`src/rtl/multicycle_controller.sv`:
```
// Multicycle RISC-V subset control unit (lw, sw, R-type, I-type ALU, jal, beq).
// A Moore-style FSM sequences each instruction through FETCH/DECODE and a
// class-specific tail. Control outputs are decoded from the state register;
// only IRWrite/PCWrite in FETCH, PCWrite in BEQ and instr_retired in MEMWRITE
// follow the current-cycle handshake/flag inputs.
//
// Ports
//   clk, rst        : clock, synchronous active-high reset
//   instruction     : instruction register contents (valid from DECODE on)
//   zero_flg        : ALU zero result, used by BEQ
//   mem_ready       : memory access completes this cycle
//   mem_req, AdrSrc : memory request and address select (0 PC, 1 ALUOut)
//   IRWrite, PCWrite, MemWrite, RegWrite : write enables
//   ResultSrc, ALUSrcA, ALUSrcB, ALUControl, ImmSrc : datapath selects
//   instr_retired   : one-cycle pulse when an instruction completes
//   halted          : sticky illegal-opcode indication
//   state           : debug view of the state register
module multicycle_controller #(
    parameter bit HALT_ON_ILLEGAL = 1'b1
) (
    input  logic        clk,
    input  logic        rst,
    input  logic [31:0] instruction,
    input  logic        zero_flg,
    input  logic        mem_ready,
    output logic        mem_req,
    output logic        AdrSrc,
    output logic        IRWrite,
    output logic        PCWrite,
    output logic        MemWrite,
    output logic        RegWrite,
    output logic [1:0]  ResultSrc,
    output logic [1:0]  ALUSrcA,
    output logic [1:0]  ALUSrcB,
    output logic [2:0]  ALUControl,
    output logic [1:0]  ImmSrc,
    output logic        instr_retired,
    output logic        halted,
    output logic [3:0]  state
);

    localparam int unsigned OPW = 7;

    localparam logic [OPW-1:0] OP_LOAD   = 7'b0000011;
    localparam logic [OPW-1:0] OP_STORE  = 7'b0100011;
    localparam logic [OPW-1:0] OP_RTYPE  = 7'b0110011;
    localparam logic [OPW-1:0] OP_ITYPE  = 7'b0010011;
    localparam logic [OPW-1:0] OP_JAL    = 7'b1101111;
    localparam logic [OPW-1:0] OP_BRANCH = 7'b1100011;

    typedef enum logic [3:0] {
        S_FETCH    = 4'd0,
        S_DECODE   = 4'd1,
        S_MEMADR   = 4'd2,
        S_MEMREAD  = 4'd3,
        S_MEMWB    = 4'd4,
        S_MEMWRITE = 4'd5,
        S_EXECR    = 4'd6,
        S_ALUWB    = 4'd7,
        S_EXECI    = 4'd8,
        S_JAL      = 4'd9,
        S_BEQ      = 4'd10,
        S_ILLEGAL  = 4'd11
    } state_e;

    typedef enum logic [1:0] {
        ALUOP_ADD   = 2'd0,
        ALUOP_SUB   = 2'd1,
        ALUOP_FUNCT = 2'd2
    } aluop_e;

    state_e         state_q, state_d;
    aluop_e         alu_op;
    logic [OPW-1:0] opcode;
    logic [2:0]     funct3;
    logic           funct7_5;
    logic           unused_instr_bits;

    assign opcode            = instruction[6:0];
    assign funct3            = instruction[14:12];
    assign funct7_5          = instruction[30];
    assign unused_instr_bits = ^{instruction[31], instruction[29:15], instruction[11:7]};

    // Next-state selection
    always_comb begin
        state_d = state_q;
        case (state_q)
            S_FETCH:    if (mem_ready) state_d = S_DECODE;
            S_DECODE: begin
                case (opcode)
                    OP_LOAD, OP_STORE: state_d = S_MEMADR;
                    OP_RTYPE:          state_d = S_EXECR;
                    OP_ITYPE:          state_d = S_EXECI;
                    OP_JAL:            state_d = S_JAL;
                    OP_BRANCH:         state_d = S_BEQ;
                    default:           state_d = HALT_ON_ILLEGAL ? S_ILLEGAL : S_FETCH;
                endcase
            end
            S_MEMADR:   state_d = (opcode == OP_STORE) ? S_MEMWRITE : S_MEMREAD;
            S_MEMREAD:  if (mem_ready) state_d = S_MEMWB;
            S_MEMWB:    state_d = S_FETCH;
            S_MEMWRITE: if (mem_ready) state_d = S_FETCH;
            S_EXECR:    state_d = S_ALUWB;
            S_EXECI:    state_d = S_ALUWB;
            S_ALUWB:    state_d = S_FETCH;
            S_JAL:      state_d = S_ALUWB;
            S_BEQ:      state_d = S_FETCH;
            S_ILLEGAL:  state_d = S_ILLEGAL;
            default:    state_d = S_FETCH;
        endcase
    end

    // State register
    always_ff @(posedge clk) begin
        if (rst) begin
            state_q <= S_FETCH;
        end else begin
            state_q <= state_d;
        end
    end

    // Per-state control decode; rst forces every output low in the same cycle
    // so an aborted instruction issues no further enables.
    always_comb begin
        mem_req       = 1'b0;
        AdrSrc        = 1'b0;
        IRWrite       = 1'b0;
        PCWrite       = 1'b0;
        MemWrite      = 1'b0;
        RegWrite      = 1'b0;
        ResultSrc     = 2'b00;
        ALUSrcA       = 2'b00;
        ALUSrcB       = 2'b00;
        instr_retired = 1'b0;
        halted        = 1'b0;
        alu_op        = ALUOP_ADD;
        if (!rst) begin
            case (state_q)
                S_FETCH: begin
                    mem_req   = 1'b1;
                    ALUSrcB   = 2'b10;
                    ResultSrc = 2'b10;
                    IRWrite   = mem_ready;
                    PCWrite   = mem_ready;
                end
                S_DECODE: begin
                    ALUSrcA = 2'b01;
                    ALUSrcB = 2'b01;
                end
                S_MEMADR: begin
                    ALUSrcA = 2'b10;
                    ALUSrcB = 2'b01;
                end
                S_MEMREAD: begin
                    mem_req = 1'b1;
                    AdrSrc  = 1'b1;
                end
                S_MEMWB: begin
                    ResultSrc     = 2'b01;
                    RegWrite      = 1'b1;
                    instr_retired = 1'b1;
                end
                S_MEMWRITE: begin
                    mem_req       = 1'b1;
                    AdrSrc        = 1'b1;
                    MemWrite      = 1'b1;
                    instr_retired = mem_ready;
                end
                S_EXECR: begin
                    ALUSrcA = 2'b10;
                    alu_op  = ALUOP_FUNCT;
                end
                S_EXECI: begin
                    ALUSrcA = 2'b10;
                    ALUSrcB = 2'b01;
                    alu_op  = ALUOP_FUNCT;
                end
                S_ALUWB: begin
                    RegWrite      = 1'b1;
                    instr_retired = 1'b1;
                end
                S_JAL: begin
                    ALUSrcA = 2'b01;
                    ALUSrcB = 2'b10;
                    PCWrite = 1'b1;
                end
                S_BEQ: begin
                    ALUSrcA       = 2'b10;
                    alu_op        = ALUOP_SUB;
                    PCWrite       = zero_flg;
                    instr_retired = 1'b1;
                end
                S_ILLEGAL: halted = 1'b1;
                default: ;
            endcase
        end
    end

    // ALU decoder; SUB only for R-type (opcode[5]) with funct7[5] set, so
    // addi with imm[10]=1 still adds.
    always_comb begin
        ALUControl = 3'b000;
        case (alu_op)
            ALUOP_ADD: ALUControl = 3'b000;
            ALUOP_SUB: ALUControl = 3'b001;
            ALUOP_FUNCT: begin
                case (funct3)
                    3'b000:  ALUControl = (opcode[5] && funct7_5) ? 3'b001 : 3'b000;
                    3'b010:  ALUControl = 3'b101;
                    3'b110:  ALUControl = 3'b011;
                    3'b111:  ALUControl = 3'b010;
                    default: ALUControl = 3'b000;
                endcase
            end
            default: ALUControl = 3'b000;
        endcase
    end

    // Immediate format from opcode, independent of state
    always_comb begin
        ImmSrc = 2'b00;
        if (!rst) begin
            case (opcode)
                OP_STORE:  ImmSrc = 2'b01;
                OP_BRANCH: ImmSrc = 2'b10;
                OP_JAL:    ImmSrc = 2'b11;
                default:   ImmSrc = 2'b00;
            endcase
        end
    end

    assign state = rst ? 4'd0 : 4'(state_q);

endmodule

```
`config.mk`:
```
export PLATFORM = sky130hd
export DESIGN_NAME = multicycle_controller
export DESIGN_NICKNAME = d
export VERILOG_FILES = /design/src/rtl/multicycle_controller.sv
export SDC_FILE = /design/constraint.sdc
export NUM_CORES = 1
export LEC_CHECK = 0
export ABC_AREA = 0
export BUFFER_PORTS_ARGS = -buffer_cell sky130_fd_sc_hd__buf_2
export CAP_MARGIN = 10
export CORE_ASPECT_RATIO = 0.75
export CORE_MARGIN = 1.5
export CORE_UTILIZATION = 39
export CTS_CLUSTER_DIAMETER = 80
export DETAILED_ROUTE_END_ITERATION = 7
export PLACE_DENSITY = 0.77
export SLEW_MARGIN = 40
export SYNTH_ARGS = -nofsm -noshare
export SYNTH_HDL_FRONTEND = slang
export SYNTH_SLANG_ARGS = --single-unit
export TNS_END_PERCENT = 50
```
`constraint.sdc`:
```
create_clock -name clk -period 3.42 [get_ports clk]
set_input_delay 0.684 -clock clk [delete_from_list [all_inputs] [get_ports clk]]
set_output_delay 0.684 -clock clk [all_outputs]
set_load 0.005 [all_outputs]
```
== Yosys cells after proc, flatten, opt, wreduce, memory -nomap -nowiden ==
Cells that the tools add are included.

* Bits in registers: 4
* Bits in latches: 0
* Bits in writable memories: 0
* Bits in read-only memories: 0
* Output and inout bits: 23
* Memories kept: 0

* $add $sub $neg: 0
* Multiply operators: 0
* Div/mod/pow operators: 0
* Magnitude comparators: 0
* Equality and inequality tests: 25
* Shifts and indexed selects: 0
* Mux-type cells: 36
* Bitwise operators: 0
* Reductions and logical operators: 15

{| class="wikitable"
|+ Operators with widths
! operator !! number
|-
| one-hot mux 4 bit (7 select lines) || 1
|-
| one-hot mux 4 bit (5 select lines) || 1
|-
| == test 4 x 3 -> 1 bit (second input constant) || 4
|-
| == test 4 bit (second input constant) || 4
|-
| 2-to-1 mux 4 bit || 4
|-
| one-hot mux 2 bit (2 select lines) || 4
|-
| 2-to-1 mux 1 bit || 15
|-
| == test 7 x 6 -> 1 bit (second input constant) || 2
|-
| == test 7 bit (second input constant) || 2
|-
| one-hot mux 3 bit (4 select lines) || 1
|-
| OR reduction 2 bit || 6
|-
| OR reduction 3 bit || 4
|-
| 2-to-1 mux 2 bit || 5
|-
| == test 4 x 2 -> 1 bit (second input constant) || 2
|-
| == test 7 x 2 -> 1 bit (second input constant) || 1
|-
| == test 7 x 5 -> 1 bit (second input constant) || 1
|-
| == test 3 bit (second input constant) || 2
|-
| inequality test 2 bit (second input constant) || 3
|-
| one-hot mux 2 bit (3 select lines) || 1
|-
| one-hot mux 3 bit (2 select lines) || 1
|-
| == test 4 x 1 -> 1 bit (second input constant) || 1
|-
| zero test 4 bit || 1
|-
| OR reduction 4 bit || 1
|-
| == test 3 x 2 -> 1 bit (second input constant) || 1
|-
| other kinds (8) || 8
|}

== Longest topological paths before layout ==
Gate-level depths: netlist (run 1).

* Depth in word-level cells: 6
* Gate-level depth with buffers: 9

== Worst setup path before layout (run 1) ==
Ideal clock, no wire load.

* Kind: input to output
* From: input port rst
* To: output port ALUControl[2]
* Arrival: 2.003 ns
* Required time: 2.736 ns
* Slack: 0.733 ns
* Stages on the path: 6
* Cell sequence: clkbuf_1 -> or4_4 -> ha_1 -> nor2b_1 -> nand2_1 -> nor3_1

* Longest elaborated chain between the ends: 3
* Elaborated cells on any way between the ends: 4
* Classes of those cells: 2 x eq/ne; 2 x mux

{| class="wikitable"
|+ Ends and longest elaborated chain
! element !! line !! RTL
|-
| start: declaration || 22 || <nowiki>input logic rst,</nowiki>
|-
| 2-to-1 mux 2 bit (*) || 137 || <nowiki>if (!rst) begin</nowiki>
|-
| == test 2 bit / == test 2 x 1 -> 1 bit (equally long branches) || 203 || <nowiki>case (alu_op)</nowiki>
|-
| one-hot mux 3 bit (2 select lines) (*) || 203 ||
|-
| end: declaration || 35 || <nowiki>output logic [2:0] ALUControl,</nowiki>
|}

Mark *: on every way between the ends. The rest lies on a longest branch, timed or not.

== Final worst setup path (run 1) ==
* From: register state_q[1]
* To: output port ALUControl[2]

* Longest elaborated chain between the ends: 6
* Elaborated cells on any way between the ends: 9
* Classes of those cells: 5 x eq/ne; 3 x mux; 1 x reduce/logical

{| class="wikitable"
|+ Ends and longest elaborated chain
! element !! line !! RTL
|-
| start: declaration || 72 || <nowiki>state_e state_q, state_d;</nowiki>
|-
| start signal: assignment || 118 || <nowiki>state_q <= state_d;</nowiki>
|-
| == test 4 bit / == test 4 x 3 -> 1 bit (equally long branches) || 138 || <nowiki>case (state_q)</nowiki>
|-
| OR reduction 2 bit (no source line) || - ||
|-
| one-hot mux 2 bit (2 select lines) (*) || 138 ||
|-
| 2-to-1 mux 2 bit (*) || 137 ||
|-
| == test 2 bit / == test 2 x 1 -> 1 bit (equally long branches) || 203 ||
|-
| one-hot mux 3 bit (2 select lines) (*) || 203 ||
|}

Marks and branches as above.

==> metrics.md, run 1 <==
| Metric | Value |
|---|---|
| Beginning of the worst register-to-register path | `state_q[0]` |
| Number of synthesized flops with an enable pin | `0` |
| Via total after detailed routing | `1034` |
| Antenna violations before repair | `0` |
| Share of the cycle needed by the critical path after routing | `0.8897` |
| Netlist Area Pre-Place | `slightly above 800 um^2` |
| Initial DRC count | `between 40 and 50` |
| Top flop regs | `state_q (4)` |
| Primary flip-flop cell chosen by synthesis mapping | `dfxtp_1` |
| Critical path data arrival time | `approximately 2400 ps` |
| Hold Path Origin | `state_q[2]` |
| Count of cell types in the netlist | `between 40 and 50` |
| Worst-case clock skew | `about 4.7 ps` |
| Initial Util | `0.4117` |
| Cells traversed along the worst timing path | `nand2b_1, or2_2, a211o_1, inv_2, ha_1, nor2b_1, nand2_1, nor3_1, buf_2` |
| Max incr delay on CP | `~620 ps` |
| Final setup violation count | `0` |
| Final hold violation count | `0` |
| Number of detailed-routing iterations run before antenna repair | `4` |
| Overall routed net length | `about 2400 um` |
| Mean post-synth cell area | `between 6 and 7 um^2` |
| Number of buffers added for setup after CTS | `0` |
| Pin count of the biggest net entering global routing | `23` |
| Number of antenna diodes | `0` |
| Cell with the biggest individual delay on the critical path | `dfxtp_1` |
| Setup CP Type | `reg2out` |
| Sum of negative setup slack | `0 ps` |
| Worst VDD drop | `~0.28 mV` |
| TritonCTS Buffers | `3` |
| Overall die area | `2395 um^2` |
| Vertical die dimension | `roughly 43 um` |
| Share of the yosys chip area belonging to registers | `0.09741` |
| PortBufs | `37` |
| Clock slew at reported path FFs | `approximately 40 ps` |
| Crit Path Max Fanout | `16` |
| Startpoint type of the worst setup path | `flop` |
| Source-to-sink clock delay at the later pin of the worst-skew pair | `240 ps` |
| Final critical delay including setup and external delays | `approximately 3000 ps` |
| Synth warnings | `0` |
| Cell chosen for the clock root | `clkbuf_4` |
| CP Data Required Time | `~2700 ps` |
| Number of register bits inferred by synthesis | `4` |
| Gates resized, CTS repair | `0` |
| Slew margin rel. | `0.5159` |
| Register ranked first by flip-flop count | `state_q` |
| Vias in the first global route | `868` |
| Dpl hpwl | `1797 um` |
| CP endpoint kind | `primary output` |
| Max FFs per register | `4` |
| Fin. max-slew vios | `0` |
| Antenna-violating nets left | `0` |
| Number of top-level pins | `a little under 60` |
| Number of clock sinks seen by CTS | `4` |
| Transition time of the tightest slew-check pin | `roughly 730 ps` |
| Final routed DRC violation total | `0` |
| Average wire length per cell after detail routing | `13.25 um` |
| Total gr overflow | `0` |
| Minimum hold slack | `between 600 and 700 ps` |
| Count of maximum capacitance violations | `0` |
| Layout Area Growth over Synthesis | `24.81%` |
| Mean number of vias per cell | `about 5.8` |
| Total number of H-tree levels | `1` |
| Final Wtd Congestion | `0.8338` |
| Fmax | `0.3286 GHz` |
| Path type of the worst min-delay path | `reg2reg` |
| Wire length of the first global-routing pass | `approximately 3800 um` |
| Width of the chip | `roughly 56 um` |
| Crit. Startpoint | `state_q[1]` |
| RSZ-0062 raised after global routing | `no` |
| Post-CTS Hold Buffers | `0` |
| Power density of the placed cells | `between 600 and 700 nW/um^2` |
| Gr usage total | `0.1964` |
| Placement Rows | `14` |
| Proportion of layout cells with a drive suffix above 1 | `0.3442` |
| Async SR Flop Fraction | `0` |
| Post-Syn Nets | `~160` |
| Post-layout net count | `slightly below 200` |
| Outcome | `complete, no violations` |
| CTS tree | `yes` |
| Area of the core | `roughly 2000 um^2` |
| Clock buffer depth | `2` |
| Leakage power of the design | `roughly 0.0005 uW` |
| Number of instances in the synthesized netlist | `120` |
-- metrics by stage --
| step | utilization | setup WS, ps | instances | power (uW) | area [um^2] |
|---|---|---|---|---|---|
| floorplan | - | 733.0 | 120 | 462.8 | 822.0 |
| global placement | 0.5025 | 654.3 | 175 | 556.8 | 1003 |
| detailed placement | 0.5025 | 633.8 | 175 | 574.1 | 1003 |
| CTS | 0.5138 | 384.3 | 178 | 632.9 | 1026 |
| global route | 0.5138 | 163.5 | 178 | 693.8 | 1026 |
| finish | 0.5138 | 377.2 | 178 | 634.4 | 1026 |
-- cell usage in the layout, fill, tap and decap left out, types with 3 or more instances in the layout --
master	instances
a31oi_1	4
nor2b_1	4
clkbuf_4	3
buf_2	37
nand2_1	6
inv_2	4
nor3_1	8
o21bai_1	4
dfxtp_1	4
nor4_1	3
nand2b_1	10
nor2_1	11
buf_4	4
o21ai_0	4
and3_1	4
a21oi_1	3
inv_1	6
-- cell families after synthesis --
kind of cell,synth area share
simple gates,0.4414
compound gates,0.2649
buf+inv,0.1233
flops,0.09742
xor+xnor,0.03045
fa+ha+maj,0.03044
mux,0.01218
-- synthesized netlist by cell type, types with 2 or more instances --
library cell / instances / share of area
nor2_1: 11 / 0.050
nand2b_1: 10 / 0.076
nor3_1: 8 / 0.049
inv_1: 6 / 0.027
nand2_1: 6 / 0.027
a31oi_1: 4 / 0.030
and3_1: 4 / 0.030
clkbuf_1: 4 / 0.018
dfxtp_1: 4 / 0.097
inv_2: 4 / 0.018
nor2b_1: 4 / 0.030
o21ai_0: 4 / 0.024
o21bai_1: 4 / 0.037
a21oi_1: 3 / 0.018
buf_2: 3 / 0.018
buf_6: 3 / 0.041
nor4_1: 3 / 0.023
a2111oi_0: 2 / 0.021
a211o_1: 2 / 0.021
a211oi_1: 2 / 0.018
and2_1: 2 / 0.015
ha_1: 2 / 0.030
nor3b_1: 2 / 0.018
o32ai_1: 2 / 0.021
-- critical path: cells and delay by family (launching register included) --
family          cells  cell delay (ps)
compound gates      1              320
fa+ha+maj           1              230
buf+inv             2              180
flops               1              620
simple gates        5              760
-- per-layer routing --
| metal | up-vias | GRT usage | part of all wire |
|---|---|---|---|
| li1 | 515 | - | - |
| met1 | 463 | 0.2701 | 0.48 |
| met2 | 52 | 0.3247 | 0.45 |
| met3 | 4 | 0.02134 | 0.062 |
| met4 | 0 | 0.05714 | 0.0093 |
| met5 | - | 0 | 0 |
-- cell type report --
| cell class | count | area (um^2) |
|---|---|---|
| Fill cell | 207 | 970.9 |
| Multi-Input combinational cell | 96 | 640.6 |
| Timing Repair Buffer | 41 | 215.2 |
| Sequential cell | 4 | 80.08 |
| Inverter | 10 | 37.54 |
| Tap cell | 24 | 30.03 |
| Clock buffer | 3 | 22.52 |
-- where the power goes --
part           leakage [uW]  switching [uW]  internal, uW
sequential        0.0000328            64.8          65.7
combinational      0.000455             233           213
clock             0.0000138            18.8          39.2
-- final timing paths --
kind,end,slack [ps],depth (start not counted)
worst min register to register,state_q[2],600,2
worst max-delay path,ALUControl[2],380,9
worst max register to register,state_q[1],1710,3
worst min-delay path,state_q[2],600,2
(Power assumes the default switching activity.)
==> inputs of run 2 (changes only) <==
--- a/config.mk
+++ b/config.mk
@@ -8,2 +8,3 @@
 export ABC_AREA = 0
+export ABC_CLOCK_PERIOD_IN_PS = 3420
 export BUFFER_PORTS_ARGS = -buffer_cell sky130_fd_sc_hd__buf_2
==> constraint.sdc (replaced) <==
create_clock -name clk -period 3.42 [get_ports clk]
set_input_delay 0.342 -clock clk [delete_from_list [all_inputs] [get_ports clk]]
set_output_delay 0.342 -clock clk [all_outputs]
set_load 0.005 [all_outputs]
==> run 2 against run 1 <==
  * Critical path depth unchanged
  * Worst setup slack improved by 120 ps
  * Sequential power rose by 18%
  * Global-route usage is 0.13 points higher
  * Register-to-register slack got worse by 100 ps
  * Clock power hardly changed
  * Count of clock-buffer cells in the layout is the same
  * Combinational power is 9.9% lower
  * Maximum frequency is 4.1% higher
  * Via count is 2.4% lower
  * Hold slack got worse by 170 ps
  * Die area unchanged
  * Largest cell class unchanged
  * Largest power group unchanged
  * Highest routed layer unchanged
==> metrics.md, run 2 (synthesized netlist as in run 1, its figures left out) <==
| Metric | Value |
|---|---|
| Outcome | `complete, no violations` |
| CTS tree | `yes` |
| Cell chosen for the clock root | `clkbuf_4` |
| Layout Area Growth over Synthesis | `22.07%` |
| Number of top-level pins | `59 (unchanged)` |
| Initial Util | `0.4117 (unchanged)` |
| Worst-case clock skew | `6.839 ps (+2.135 ps)` |
| Top library cells by usage in the layout, fill and taps aside | `buf_2 (37), nor2_1 (11), nand2b_1 (10), nor3_1 (8)` |
| Post-layout worst setup margin | `496.3 ps (+119.1 ps)` |
| Path type of the worst min-delay path | `in2reg` |
| Minimum setup slack after placement | `754.2 ps (+120.4 ps)` |
| Antenna violations before repair | `0 (unchanged)` |
| Slew margin rel. | `0.5088 (-0.007058)` |
| Gates resized, CTS repair | `0 (unchanged)` |
| Vias in the first global route | `920 (+6.0%)` |
| Width of the chip | `56.02 um (unchanged)` |
| Via total after detailed routing | `1009 (-2.4%)` |
| Wire length of the first global-routing pass | `3960 um (+3.6%)` |
| Clock slew at reported path FFs | `40 ps (about the same)` |
| Max incr delay on CP | `790 ps (+170 ps)` |
| Cell with the biggest individual delay on the critical path | `dfxtp_1` |
| TritonCTS Buffers | `3 (unchanged)` |
| Number of cells in the design after placement | `172 (-1.7%)` |
| Post-layout net count | `191 (-1.5%)` |
| Initial DRC count | `36 (-20%)` |
| Number of fill cells | `206 (-0.48%)` |
| Max FFs per register | `4 (unchanged)` |
| Gr usage total | `0.1977 (+0.001288)` |
| Share of the cycle needed by the critical path after routing | `0.8549 (-0.03482)` |
| Post-CTS Hold Buffers | `0 (unchanged)` |
| Final setup violation count | `0 (unchanged)` |
| CP Data Required Time | `3080 ps (+340 ps)` |
| Antenna-violating nets left | `0 (unchanged)` |
| Leakage power of the design | `0.0004861 uW (-3.1%)` |
| Final critical delay including setup and external delays | `2924 ps (-119.1 ps)` |
| Pin count of the biggest net entering global routing | `24 (+4.3%)` |
| Overall die area | `2395 um^2 (unchanged)` |
| Overall routed net length | `2284 um (-3.2%)` |
| Total number of H-tree levels | `1 (unchanged)` |
| Placement Rows | `14 (unchanged)` |
| Sum of negative setup slack | `0 ps (unchanged)` |
| Fmax | `0.3420 GHz (+4.1%)` |
| Number of antenna diodes | `0 (unchanged)` |
| Total gr overflow | `0 (unchanged)` |
| Mean number of vias per cell | `5.766 (-0.74%)` |
| Power density of the placed cells | `612.6 nW/um^2 (-0.93%)` |
| Number of clock sinks seen by CTS | `4 (unchanged)` |
| Crit Path Max Fanout | `23 (+7)` |
| Register ranked first by flip-flop count | `state_q` |
| Sum of buffers and inverters on the critical path | `2 (unchanged)` |
| Setup CP Type | `reg2out` |
| Proportion of layout cells with a drive suffix above 1 | `0.3311 (-0.01303)` |
| Cells traversed along the worst timing path | `nand2b_1, or2_2, a211o_1, inv_2, ha_1, nor2b_1, nand2_1, nor3_1, buf_2` |
| Number of buffers added for setup after CTS | `0 (unchanged)` |
| Top flop regs | `state_q (4)` |
| Source-to-sink clock delay at the later pin of the worst-skew pair | `230 ps (about the same)` |
| Dpl hpwl | `1733 um (-3.6%)` |
| Number of detailed-routing iterations run before antenna repair | `4 (unchanged)` |
| CP endpoint kind | `primary output` |
| PortBufs | `37 (unchanged)` |
| Startpoint type of the worst setup path | `flop` |
| Critical path data arrival time | `2580 ps (+220 ps)` |
| Fin. max-slew vios | `0 (unchanged)` |
| Final Wtd Congestion | `0.8046 (-3.5%)` |
| Final non-filler cell area | `1003 um^2 (-2.2%)` |
| Final routed DRC violation total | `0 (unchanged)` |
| Non-filler instance count after layout | `175 (-1.7%)` |
| RSZ-0062 raised after global routing | `no` |
| Placed instance area | `980.9 um^2 (-2.2%)` |
| CP top delay family | `flip-flops` |
| Area of the core | `1997 um^2 (unchanged)` |
| Worst VDD drop | `0.2797 mV (-1.4%)` |
| Most frequent standard cell in the layout excluding fill and tap cells | `buf_2` |
| Transition time of the tightest slew-check pin | `735.8 ps (+10.57 ps)` |
| Clock buffer depth | `2 (unchanged)` |
| Final hold violation count | `0 (unchanged)` |
| Average wire length per cell after detail routing | `13.05 um (-1.5%)` |
| Vertical die dimension | `42.76 um (unchanged)` |
| Count of maximum capacitance violations | `0 (unchanged)` |
| Tot Pwr | `614.7 uW (-3.1%)` |
## run 2: cell count changes in the layout (fill, tap and decap cells not counted)
cell,previous run,this run
buf_4,4,1
## run 2: worst paths after layout
| kind | from | to | slack (ps) | cells past startpoint |
|---|---|---|---|---|
| worst max-delay path | state_q[1] | ALUControl[2] | 500 | 9 |
| worst min-delay path | mem_ready | state_q[0] | 430 | 2 |
| worst max register to register | state_q[1] | state_q[3] | 1610 | 4 |
| worst min register to register | state_q[2] | state_q[2] | 590 | 2 |
## run 2: final cells by class
| cell class | instances | area, um^2 | share of cell area |
|---|---|---|---|
| timing repair buffer | 38 | 192.7 | 0.1920 |
| clock buffer | 3 | 22.52 | 0.02244 |
| multi-input combinational | 96 | 640.6 | 0.6384 |
| sequential | 4 | 80.08 | 0.07980 |
| inverter | 10 | 37.54 | 0.03741 |
| tap | 24 | 30.03 | 0.02993 |
## run 2: stage by stage
stage / utilization / hold slack [ps]
floorplan: - / 457.1
global placement: 0.4912 / 578.7
detailed placement: 0.4912 / 588.6
CTS: 0.5025 / 423.8
global route: 0.5025 / 440.3
finish: 0.5025 / 433.3
## run 2: per-layer routing
| metal | share of wire | global-route usage |
|---|---|---|
| met3 | 0.073 | 0.03354 |
| met2 | 0.46 | 0.3318 |
| met5 | 0 | 0 |
| met4 | 0.0066 | 0.03333 |
| met1 | 0.46 | 0.2701 |
## run 2: where the power goes
part           internal [uW]  leakage (uW)  total [uW]  switching, uW
sequential              65.7     0.0000328         155           88.9
combinational            201      0.000439         402            201
clock                   39.2     0.0000138        58.1           18.9
total                    306      0.000486         615            309
==> inputs of run 3 (changes only) <==
ABC_CLOCK_PERIOD_IN_PS = 2800   (was 3420)
clock period = 2.8 ns   (was 3.42 ns; I/O delays follow)
==> run 3 against run 2 <==
  * Power is 30% higher
  * Clock skew is 3.8 ps lower
  * Count of clock-buffer cells in the layout stayed put
  * Wire length is 12% higher
  * Non-clock buffer count is 3 higher
  * First-iteration DRC count is 22% higher
  * Largest power group unchanged
==> metrics.md, run 3 (synthesized netlist as in run 1, its figures left out) <==
| Metric | Value |
|---|---|
| Share of the cycle needed by the critical path after routing | `0.9217` |
| Final Wtd Congestion | `0.8574 (+6.6%)` |
| Outcome | `complete, no violations` |
| Placement Rows | `14 (unchanged)` |
| Setup CP Type | `reg2out` |
| Clock buffer depth | `2 (unchanged)` |
| Mean number of vias per cell | `5.758 (-0.13%)` |
| Final hold violation count | `0 (unchanged)` |
| Final non-filler cell area | `1026 um^2 (+2.2%)` |
| RSZ-0062 raised after global routing | `no` |
| Most frequent standard cell in the layout excluding fill and tap cells | `buf_2` |
| Area of the core | `1997 um^2 (unchanged)` |
| Max FFs per register | `4 (unchanged)` |
| Cell chosen for the clock root | `clkbuf_4` |
| Number of clock sinks seen by CTS | `4 (unchanged)` |
| Final critical delay including setup and external delays | `~2600 ps` |
| Source-to-sink clock delay at the later pin of the worst-skew pair | `230 ps (about the same)` |
| Transition time of the tightest slew-check pin | `398.5 ps (-337.3 ps)` |
| Worst VDD drop | `0.3219 mV (+15%)` |
| Utilization after layout | `0.5138 (+0.01128)` |
| Critical path data arrival time | `2300 ps (-280 ps)` |
| Average wire length per cell after detail routing | `14.32 um (+9.7%)` |
| Leakage power of the design | `0.0005018 uW (+3.2%)` |
| CP endpoint kind | `primary output` |
| Vias in the first global route | `952 (+3.5%)` |
| Gr usage total | `0.2165 (+0.01881)` |
| Layout Area Growth over Synthesis | `24.81%` |
| Number of top-level pins | `59 (unchanged)` |
| Crit Path Max Fanout | `13 (-43%)` |
| Final routed DRC violation total | `0 (unchanged)` |
| Wire length of the first global-routing pass | `4215 um (+6.4%)` |
| Startpoint type of the worst setup path | `flop` |
| Post-CTS Hold Buffers | `0 (unchanged)` |
| Fin. max-slew vios | `0 (unchanged)` |
| Dpl hpwl | `1964 um (+13%)` |
| Power density of the placed cells | `777.0 nW/um^2 (+27%)` |
| Initial DRC count | `44 (+22%)` |
| Fmax | `slightly below 0.4 GHz` |
| Count of maximum capacitance violations | `0 (unchanged)` |
| Top library cells by usage in the layout, fill and taps aside | `buf_2 (37), nor2_1 (11), nand2b_1 (10), nor3_1 (8)` |
| Number of fill cells | `210 (+1.9%)` |
| Placed instance area | `1003 um^2 (+2.3%)` |
| Clock slew at reported path FFs | `40 ps (about the same)` |
| Total number of H-tree levels | `1 (unchanged)` |
| Post-layout net count | `194 (+1.6%)` |
| Final setup violation count | `0 (unchanged)` |
| Via total after detailed routing | `1025 (+1.6%)` |
| Antenna-violating nets left | `0 (unchanged)` |
| Number of buffers added for setup after CTS | `0 (unchanged)` |
| CP Data Required Time | `2520 ps (-560 ps)` |
| Width of the chip | `56.02 um (unchanged)` |
| CTS tree | `yes` |
| Pin count of the biggest net entering global routing | `20 (-17%)` |
| Top flop regs | `state_q (4)` |
| Proportion of layout cells with a drive suffix above 1 | `0.3442 (+0.01303)` |
| Slew margin rel. | `0.7301 (+0.2213)` |
| Number of antenna diodes | `0 (unchanged)` |
| Antenna violations before repair | `0 (unchanged)` |
| Total gr overflow | `0 (unchanged)` |
| Worst-case clock skew | `3.024 ps (-3.815 ps)` |
| Register ranked first by flip-flop count | `state_q` |
| Overall die area | `2395 um^2 (unchanged)` |
| TritonCTS Buffers | `3 (unchanged)` |
| Gates resized, CTS repair | `0 (unchanged)` |
| Initial Util | `0.4117 (unchanged)` |
| Vertical die dimension | `42.76 um (unchanged)` |
| PortBufs | `37 (unchanged)` |
| Sum of negative setup slack | `0 ps (unchanged)` |
| Minimum hold slack | `382.8 ps (-50.49 ps)` |
| Path type of the worst min-delay path | `in2reg` |
| Overall routed net length | `2549 um (+12%)` |
| Number of detailed-routing iterations run before antenna repair | `4 (unchanged)` |
run 3: cell count changes in the layout (fill, tap and decap cells not counted), sizes merged:
cell,change
buf,+3
run 3: where the power goes:
| group | internal [uW] | leakage, uW | switching [uW] |
|---|---|---|---|
| sequential | 80.4 | 0.0000328 | 53.4 |
| clock | 47.9 | 0.0000138 | 23.0 |
| combinational | 267 | 0.000455 | 326 |
| total | 395 | 0.000502 | 402 |
run 3: metal layers:
metal | up-vias | GRT usage | share of wire
li1 | 507 | - | -
met1 | 463 | 0.2779 | 0.47
met2 | 51 | 0.3647 | 0.45
met3 | 4 | 0.05183 | 0.064
met4 | 0 | 0.05714 | 0.015
met5 | - | 0 | 0
run 3: final cells by class:
| class | instances | area (um^2) | area share |
|---|---|---|---|
| repair buffers | 41 | 215.2 | 0.2098 |
| inverters | 10 | 37.54 | 0.03659 |
| multi-input cells | 96 | 640.6 | 0.6244 |
| flip-flops and latches | 4 | 80.08 | 0.07805 |
| well taps | 24 | 30.03 | 0.02927 |
| clock buffers | 3 | 22.52 | 0.02195 |
run 3: stage by stage:
step / power, uW / setup WS, ps / cells
after global routing: 874.3 / 34.78 / 178
after CTS: 793.4 / 207.2 / 178
after detailed placement: 717.8 / 462.9 / 175
after floorplan: 565.3 / 747.1 / 120
after global placement: 686.4 / 520.1 / 175
final: 797.2 / 219.4 / 178
run 3: critical path, stage by stage, from the launching register on:
cell and delay, ps:
dfxtp_1 550, nand2b_1 130, or2_2 300, a211o_1 340, inv_2 60, ha_1 230
nor2b_1 150, nand2_1 70, nor3_1 110, buf_2 130
run 3: path summary, 6_finish.rpt:
kind                                  from            end  slack, ps  cells past startpoint
worst min-delay path             mem_ready     state_q[0]        380                      2
worst min register to register  state_q[2]     state_q[2]        660                      2
worst max-delay path            state_q[1]  ALUControl[2]        220                      9
worst max register to register  state_q[0]     state_q[2]       1170                      5
